==> src/rtl/mul_div_pkg.sv <==
// Shared constants, op encoding and FSM states for the 16-bit multiply/divide unit.
package mul_div_pkg;

    localparam int WIDTH = 16;
    localparam int ITER  = 16;
    localparam int CNT_W = $clog2(ITER);

    localparam logic [1:0] OP_MULT  = 2'b00;
    localparam logic [1:0] OP_MULTU = 2'b01;
    localparam logic [1:0] OP_DIV   = 2'b10;
    localparam logic [1:0] OP_DIVU  = 2'b11;

    typedef enum logic [1:0] {
        IDLE,
        RUN,
        FIX
    } state_t;

endpackage

==> src/rtl/sign_fix_16.sv <==
// Conditional two's-complement negate; cin lets two halves chain into a wider negate.
module sign_fix_16
    import mul_div_pkg::*;
(
    input  logic [WIDTH-1:0] x,
    input  logic             neg,
    input  logic             cin,
    output logic [WIDTH-1:0] y
);

    assign y = (neg ? ~x : x) + {{(WIDTH-1){1'b0}}, neg & cin};

endmodule

==> src/rtl/mul_div_unit_16.sv <==
// Iterative 16-bit MULT/MULTU/DIV/DIVU with HI/LO registers.
// Signed ops are built only when MUL_DIV_SIGNED_EN is defined.
module mul_div_unit_16 #(
    parameter int WIDTH = 16
) (
    input  logic             clk,
    input  logic             reset,
    input  logic             start,
    input  logic [1:0]       op,
    input  logic [WIDTH-1:0] a,
    input  logic [WIDTH-1:0] b,
    input  logic             mt_hi,
    input  logic             mt_lo,
    output logic             busy,
    output logic             done,
    output logic             div_by_zero,
    output logic [WIDTH-1:0] hi,
    output logic [WIDTH-1:0] lo
);
    import mul_div_pkg::*;

    state_t           state;
    state_t           state_nx;
    logic [CNT_W-1:0] cnt;
    logic             load;
    logic             step;
    logic             finish;
    logic             mt_en;

    logic             is_div_q;
    logic             b_zero_q;
    logic [WIDTH-1:0] a_raw_q;
    logic [WIDTH-1:0] opnd_q;
    logic [WIDTH-1:0] acc_hi_q;
    logic [WIDTH-1:0] acc_lo_q;

    logic             signed_op;
    logic             res_neg;
    logic             rem_neg;
    logic [WIDTH-1:0] a_abs;
    logic [WIDTH-1:0] b_abs;
    logic [WIDTH-1:0] fix_hi;
    logic [WIDTH-1:0] fix_lo;
    logic             hi_neg;
    logic             hi_cin;
    logic [WIDTH:0]   mul_sum;
    logic [WIDTH:0]   div_sh;
    logic [WIDTH:0]   div_diff;
    logic             div_ge;
    logic             unused_diff_msb;

`ifdef MUL_DIV_SIGNED_EN
    logic res_neg_q;
    logic rem_neg_q;

    assign signed_op = ~op[0];

    always_ff @(posedge clk) begin
        if (reset) begin
            res_neg_q <= 1'b0;
            rem_neg_q <= 1'b0;
        end else if (load) begin
            res_neg_q <= signed_op & (a[WIDTH-1] ^ b[WIDTH-1]);
            rem_neg_q <= signed_op & a[WIDTH-1];
        end
    end

    assign res_neg = res_neg_q;
    assign rem_neg = rem_neg_q;
`else
    logic unused_op0;

    assign unused_op0 = op[0];
    assign signed_op  = 1'b0;
    assign res_neg    = 1'b0;
    assign rem_neg    = 1'b0;
`endif

    sign_fix_16 u_abs_a (
        .x   (a),
        .neg (signed_op & a[WIDTH-1]),
        .cin (1'b1),
        .y   (a_abs)
    );

    sign_fix_16 u_abs_b (
        .x   (b),
        .neg (signed_op & b[WIDTH-1]),
        .cin (1'b1),
        .y   (b_abs)
    );

    // Product high half only takes the +1 carry when the low half is zero.
    assign hi_neg = is_div_q ? rem_neg : res_neg;
    assign hi_cin = is_div_q | (acc_lo_q == '0);

    sign_fix_16 u_fix_lo (
        .x   (acc_lo_q),
        .neg (res_neg),
        .cin (1'b1),
        .y   (fix_lo)
    );

    sign_fix_16 u_fix_hi (
        .x   (acc_hi_q),
        .neg (hi_neg),
        .cin (hi_cin),
        .y   (fix_hi)
    );

    always_ff @(posedge clk) begin
        if (reset) begin
            state <= IDLE;
        end else begin
            state <= state_nx;
        end
    end

    always_comb begin
        state_nx = state;
        unique case (state)
            IDLE:    if (start) state_nx = RUN;
            RUN:     if (cnt == CNT_W'(ITER - 1)) state_nx = FIX;
            FIX:     state_nx = IDLE;
            default: state_nx = IDLE;
        endcase
    end

    always_comb begin
        load   = 1'b0;
        step   = 1'b0;
        finish = 1'b0;
        mt_en  = 1'b0;
        unique case (state)
            IDLE: begin
                load  = start;
                mt_en = ~start;
            end
            RUN:     step   = 1'b1;
            FIX:     finish = 1'b1;
            default: ;
        endcase
    end

    assign mul_sum  = {1'b0, acc_hi_q}
                    + (acc_lo_q[0] ? {1'b0, opnd_q} : '0);
    assign div_sh   = {acc_hi_q, acc_lo_q[WIDTH-1]};
    assign div_diff = div_sh - {1'b0, opnd_q};
    assign div_ge   = div_sh >= {1'b0, opnd_q};

    // Remainder stays below the divisor, so the top diff bit is always 0.
    assign unused_diff_msb = div_diff[WIDTH];

    always_ff @(posedge clk) begin
        if (reset) begin
            cnt      <= '0;
            is_div_q <= 1'b0;
            b_zero_q <= 1'b0;
            a_raw_q  <= '0;
            opnd_q   <= '0;
            acc_hi_q <= '0;
            acc_lo_q <= '0;
        end else if (load) begin
            cnt      <= '0;
            is_div_q <= op[1];
            b_zero_q <= (b == '0);
            a_raw_q  <= a;
            opnd_q   <= b_abs;
            acc_hi_q <= '0;
            acc_lo_q <= a_abs;
        end else if (step) begin
            cnt <= cnt + 1'b1;
            if (is_div_q) begin
                acc_hi_q <= div_ge ? div_diff[WIDTH-1:0]
                                   : div_sh[WIDTH-1:0];
                acc_lo_q <= {acc_lo_q[WIDTH-2:0], div_ge};
            end else begin
                acc_hi_q <= mul_sum[WIDTH:1];
                acc_lo_q <= {mul_sum[0], acc_lo_q[WIDTH-1:1]};
            end
        end
    end

    always_ff @(posedge clk) begin
        if (reset) begin
            hi          <= '0;
            lo          <= '0;
            div_by_zero <= 1'b0;
        end else begin
            if (load) begin
                div_by_zero <= 1'b0;
            end
            if (finish) begin
                if (is_div_q && b_zero_q) begin
                    hi          <= a_raw_q;
                    lo          <= '1;
                    div_by_zero <= 1'b1;
                end else begin
                    hi <= fix_hi;
                    lo <= fix_lo;
                end
            end else if (mt_en) begin
                if (mt_hi) hi <= a;
                if (mt_lo) lo <= a;
            end
        end
    end

    always_ff @(posedge clk) begin
        if (reset) begin
            busy <= 1'b0;
            done <= 1'b0;
        end else begin
            busy <= (state_nx != IDLE);
            done <= finish;
        end
    end

endmodule

==> config.mk <==
export PLATFORM = sky130hd
export DESIGN_NAME = mul_div_unit_16
export DESIGN_NICKNAME = d
export VERILOG_FILES = /design/src/rtl/mul_div_pkg.sv /design/src/rtl/sign_fix_16.sv /design/src/rtl/mul_div_unit_16.sv
export SDC_FILE = /design/constraint.sdc
export NUM_CORES = 1
export LEC_CHECK = 0
export BUFFER_PORTS_ARGS = -buffer_cell sky130_fd_sc_hd__clkbuf_2
export CORE_MARGIN = 4
export CORE_UTILIZATION = 25
export DETAILED_ROUTE_END_ITERATION = 8
export HOLD_SLACK_MARGIN = 0.05
export PLACE_DENSITY = 0.52
export RECOVER_POWER = 50
export SLEW_MARGIN = 10
export SYNTH_ARGS = -nofsm -noshare
export SYNTH_HDL_FRONTEND = slang
export SYNTH_SLANG_ARGS = --single-unit
==> constraint.sdc <==
create_clock -name clk -period 2.35 [get_ports clk]
set_clock_uncertainty 0.05 [all_clocks]
set_input_delay 0.1175 -clock clk [delete_from_list [all_inputs] [get_ports clk]]
set_output_delay 0.1175 -clock clk [all_outputs]
set_load 0.03 [all_outputs]
### Word-level counts from Yosys, hierarchy flattened

Cells that the tools add are included.

| storage, ports and cells | value |
|---|---|
| output and inout bits | 35 |
| register bits | 107 |
| logic and storage cells | 56 |
| input port bits | 39 |

| cells by class | value |
|---|---|
| multiplexer cells | 24 |
| bitwise operators | 1 |
| reductions and logical operators | 11 |
| magnitude comparators | 1 |
| add/subtract/negate cells | 3 |
| equal/unequal tests | 3 |

Operators with widths:

| operator | number |
|---|---|
| two-way mux 16 bit | 14 |
| adder 16 x 16 -> 17 bit | 1 |
| greater-or-equal comparator 17 x 16 -> 1 bit | 1 |
| logical NOT 16 bit | 1 |
| subtractor 16 bit | 1 |
| nonzero test 2 bit | 5 |
| two-way mux 1 bit | 7 |
| adder 4 x 1 -> 4 bit (second input constant) | 1 |
| equality test 4 bit (second input constant) | 1 |
| two-way mux 2 bit | 2 |
| one-hot mux 2 bit (2 select lines) | 1 |
| AND reduction 2 bit | 2 |
| equality test 2 x 1 -> 1 bit (second input constant) | 1 |
| equality test 2 bit (second input constant) | 1 |
| logical NOT 2 bit | 1 |
| OR reduction 2 bit | 1 |
| logical AND 1 bit | 1 |
| NOT 1 bit | 1 |

### Longest topological paths before layout

| logic depth | value |
|---|---|
| word-level depth | 5 |
| depth in mapped cells | 11 |
| depth with buffers taken out | 10 |

### Hierarchy

A second synthesis with hierarchy kept.

| unflattened totals | value |
|---|---|
| cell total of the unflattened synthesis | 1268 |
| area total of the unflattened synthesis | 9581.7 um^2 |

By module, submodules not included:

| module | seq. area each (um^2) | cells an instance | instances | area an instance (um^2) |
|---|---|---|---|---|
| mul_div_unit_16 | 2142.1 | 856 | 1 | 6563.8 |
| sign_fix_16 | 0.0 | 103 | 4 | 754.5 |

### Least setup slack after synthesis

Ideal clock, no wire load.

| timing | value |
|---|---|
| path type | reg2reg |
| start point | reg acc_lo_q[0] |
| end point | reg acc_hi_q[9] |
| setup slack | -120 ps |
| library setup time | 69 ps |
| arrival time | 2351 ps |
| cell stages (with the launch flop) | 12 |
| clock period less this slack | 2470 ps |
| data required time | 2231 ps |
| path buffers | 1 |
| cells stage by stage | dfxtp_1 > clkbuf_1 > and2_1 > ha_1 > fa_1 > a211oi_1 > o21ai_0 > a31oi_1 > xnor2_1 > nor2_1 > a221o_1 > o21ai_1 |

| between the ends | value |
|---|---|
| longest elaborated chain between the ends | 3 |

Ends and longest elaborated chain:

| what | line | text |
|---|---|---|
| start: declaration | mul_div_unit_16.sv:35 | `logic [WIDTH-1:0] acc_lo_q;` |
| start signal: assignment | mul_div_unit_16.sv:170 | `acc_lo_q <= a_abs;` |
| start signal: assignment | mul_div_unit_16.sv:176 | `acc_lo_q <= {acc_lo_q[WIDTH-2:0], div_ge};` |
| start signal: assignment | mul_div_unit_16.sv:179 | `acc_lo_q <= {mul_sum[0], acc_lo_q[WIDTH-1:1]};` |
| two-way mux 16 bit | mul_div_unit_16.sv:146 | `+ (acc_lo_q[0] ? {1'b0, opnd_q} : '0);` |
| adder 16 x 16 -> 17 bit | mul_div_unit_16.sv:146 |  |
| two-way mux 16 bit | mul_div_unit_16.sv:173 | `if (is_div_q) begin` |
| end signal: assignment | mul_div_unit_16.sv:174 | `acc_hi_q <= div_ge ? div_diff[WIDTH-1:0]` |
| end signal: assignment | mul_div_unit_16.sv:178 | `acc_hi_q <= mul_sum[WIDTH:1];` |
| end: declaration | mul_div_unit_16.sv:34 | `logic [WIDTH-1:0] acc_hi_q;` |

No other way between the ends.
A chain may end at the register's enable or synchronous reset.

### Final worst setup path

| timing | value |
|---|---|
| start point | reg acc_lo_q[15] |
| end point | reg acc_hi_q[10] |

| between the ends | value |
|---|---|
| longest elaborated chain between the ends | 3 |
| elaborated cells between the ends (all ways) | 4 |
| those cells by class | 1 x add/sub; 1 x order compare; 2 x mux |

Ends and longest elaborated chain:

| what | line |
|---|---|
| subtractor 16 bit / greater-or-equal comparator 17 x 16 -> 1 bit (equally long branches) | mul_div_unit_16.sv:148, mul_div_unit_16.sv:149 |
| two-way mux 16 bit * | mul_div_unit_16.sv:174 |
| two-way mux 16 bit * | mul_div_unit_16.sv:173 |

Every way passes the cells marked *; elsewhere a longest branch is shown, timed or not.

==> results.md <==
- I/O Pins: 74
- Fin crit period: 2390 ps
- Max-slew violations: 0
- Worst skew pair latency: 360 ps
- CP Data Arrival Time: 2640 ps
- Most used DFF post-synth: dfxtp_1
- Pint: 3.43 mW
- DRT iter0 DRCs: 339
- H-tree levels: 3
- P_sw: 1.69 mW
- First-pass GRT wire length: 35.8 mm
- Worst R2R Path Depth: 10
- Syn. warnings: 0
- Critical R2R Launch: acc_lo_q[15]
- TritonCTS clock tree: yes
- Max_slew headroom: 0.371
- Layout cells sized above 1: 0.230
- Critical Path Max Stage Delay: 360 ps
- Finished Layout Cells: 1339
- Comb power frac: 0.291
- CP cell instances: inv_2 -> ha_4 -> fa_2 -> nor2b_2 -> o31a_2 -> o211ai_1 -> nor4b_2 -> a41oi_2 -> a31o_2 -> a21oi_1
- Critical Path Sink: acc_hi_q[10]
- Max-cap violations: 0
- Post-synth top area share: 0.335
- CP Depth: 10
- Violated checks: negative setup slack
- Ys async rst share: 0
- Largest net degree at the start of global routing: 58
- FMAX: 418 MHz
- Die area: 28200 µm²
- Reg clk slew, reported paths: 80 ps
- Crit path kind: register to register
- Status: complete, but fails checks
- Vias in the first global route: 6289
- Via count: 6591
- Cell taking the most area after synthesis: dfxtp_1
- Critical path startpoint: acc_lo_q[15]
- Cell family with the largest share of critical-path delay: compound AO/OA/AOI/OAI gates
- CP Launch Type: register
- Antenna viol nets, final: 0
- Crit-path slowest cell: o31a_2
- Initial antenna violation count: 0
- Wirelength, routed: 23.2 mm
- Syn-to-layout area delta: 36.1%
- Number of synthesized flops with an enable pin: 0
- Chip Width: 168 µm
- FF+latch area: 2160 µm²
- Post-DP HPWL: 17.6 mm
- Clock Tree Root: clkbuf_16
- Net count, final: 1078
- Post-synthesis sequential area ratio: 0.335
- Die Span Y: 168 µm
- CP Data Required Time: 2590 ps
- CTS Buf Count: 9
- # rows: 58
- Fillcell total: 2639
- Core ar.: 25200 µm²
- CTS Buffer Depth: 2
- Clock Sinks: 107
- Initial Utilization: 0.254
- Worst-path maximum fanout: 4
- Reg2reg end: acc_hi_q[10]
- Multi-input logic area: 4280 µm²
- Worst setup margin: -44.2 ps
- Gr usage total: 0.160
- Gpl congestion: 0.911
- R2R setup slack: -40 ps
- Hold Vio Cnt, Final: 0
- Area contributors post-synth: dfxtp_1, nand2_1, mux2i_1
- Vias/cell: 4.92
- Post-Syn Area: 6400 µm²
- Syn avg cell area: 7.70 µm²
- Worst-margin pin slew: 944 ps
- Fin crit share: 1.02
- Clock power frac: 0.323
- Peak supply drop: 0.427 mV
- Top-count cell post-synth: nand2_1
- RSZ-0062 raised after global routing: yes
- Synth Register Bits: 107
- Synth Net Count: 905
- # diodes: 0
- Netlist cell types: 65
- Synth Instances: 831
- DRC Markers: 0
- Critical Path Sink Type: register
- Buffers on Ports: 72
- Pwr Density: 588 nW/µm²
- Flop pwr share: 0.386
- Placed insts: 1285
- Hold crit path type: input pin to register
- WL per Instance: 17.3 µm
- Pre-antenna DRT Iters: 5
- Leading cell types by count after synthesis: nand2_1, dfxtp_1, a21oi_1
- Power Total: 5.12 mW
- Leakage: 3.59 nW
- Net Sw Frac: 0.330
- Grt ovf: 0
- Crit path buf inv count: 1
- Setup Viol. Count Final: 8
## per-layer routing
metal | track usage | up-vias | wire (µm)
met1 | 0.213 | 3076 | 10500
met2 | 0.261 | 190 | 11000
met5 | 0 | - | 0
met4 | 0.0614 | 0 | 732
met3 | 0.0263 | 37 | 1060
li1 | - | 3288 | -
## worst register-to-register path, stage by stage, from the launching register on
cell      delay (ps)
dfxtp_2          330
inv_2             70
ha_4             160
fa_2             230
nor2b_2           50
o31a_2           360
o211ai_1         330
nor4b_2          300
a41oi_2           60
a31o_2           270
a21oi_1          110
## through the flow
| step | hold slack [ps] | TNS [ps] | util | instance area [µm²] | worst slack [ps] |
|---|---|---|---|---|---|
| global placement | 316 | -677 | 0.309 | 7780 | -95.0 |
| floorplan | 203 | 0 | - | 6420 | 12.7 |
| detailed placement | 318 | -1030 | 0.309 | 7780 | -164 |
| finish | 63.7 | -216 | 0.346 | 8710 | -44.2 |
| CTS | 52.4 | -24.7 | 0.338 | 8500 | -22.9 |
| global route | 57.6 | -2020 | 0.346 | 8710 | -192 |
## sequential cells by signal, summed over array words and instances, names as in the netlist
register	count
a_raw_q	16
acc_hi_q	16
acc_lo_q	16
hi	16
lo	16
opnd_q	16
cnt	4
state	2
b_zero_q	1
busy	1
div_by_zero	1
done	1
is_div_q	1
## layout make-up
type | count | share of cell area
multi-input combinational | 648 | 0.491
sequential | 107 | 0.247
timing repair buffer | 213 | 0.167
tap | 330 | 0.0474
clock buffer | 10 | 0.0274
inverter | 25 | 0.0108
clock inverter | 6 | 0.00891
## layout by cell type (no fill, tap or decap), types with 4 or more instances in the layout
| cell type | Yosys | layout |
|---|---|---|
| nand2_1 | 151 | 150 |
| buf_4 | 1 | 110 |
| dfxtp_1 | 107 | 98 |
| a21oi_1 | 75 | 72 |
| nor2_1 | 73 | 70 |
| o21ai_0 | 60 | 53 |
| mux2i_1 | 47 | 47 |
| clkbuf_2 | 0 | 38 |
| clkbuf_1 | 41 | 35 |
| dlygate4sd3_1 | 0 | 28 |
| ha_1 | 33 | 25 |
| inv_1 | 25 | 24 |
| and2_1 | 19 | 17 |
| a311oi_1 | 17 | 17 |
| nand3_1 | 12 | 12 |
| xnor2_1 | 12 | 12 |
| o21a_1 | 11 | 11 |
| nor3_1 | 13 | 10 |
| o21ai_1 | 3 | 9 |
| clkbuf_16 | 0 | 9 |
| nand2b_1 | 8 | 8 |
| xor2_1 | 8 | 8 |
| a31oi_1 | 12 | 8 |
| dfxtp_2 | 0 | 8 |
| ha_4 | 0 | 7 |
| a21o_1 | 6 | 6 |
| a211oi_1 | 10 | 6 |
| o211ai_1 | 6 | 6 |
| and3_1 | 5 | 5 |
| nand4_1 | 5 | 5 |
| nor2b_1 | 7 | 4 |
| nor4_1 | 5 | 4 |
## worst min-delay path by stage
stage	from	end	slack [ps]	cells past startpoint
final	a[7]	a_raw_q[7]	60	3
after global routing	a[4]	a_raw_q[4]	60	3
after CTS	a[7]	a_raw_q[7]	50	3
after detailed placement	b[10]	opnd_q[10]	320	3
after global placement	b[11]	opnd_q[11]	320	3
after floorplan	b[10]	opnd_q[10]	200	2
## kinds of logic (layout without fill, tap and decap cells)
group           after synthesis  after routing  share of synthesized area
simple gates                314            314                      0.219
compound gates              231            231                      0.226
flops                       107            107                      0.335
buf+inv                      76            254                     0.0473
mux                          48             48                     0.0753
fa+ha+maj                    35             35                     0.0708
xor+xnor                     20             20                     0.0274
## power groups by stage
stage          Sequential (mW)  Clock (mW)  Combinational, mW
6_report                  1.98        1.66               1.49
5_1_grt                   1.99        1.78               1.62
4_1_cts                   1.98        1.69               1.40
3_5_place_dp              2.02           0               1.30
3_3_place_gp              2.02           0               1.30
2_1_floorplan             2.06           0              0.741
## repair_timing
action                     CTS  global route
setup endpoints to repair   14            16
setup buffers                5             5
hold endpoints to repair    35             0
hold buffers                28             0
pin swaps                    9            27
gates resized for setup     21            50
(Power assumes the default switching activity.)
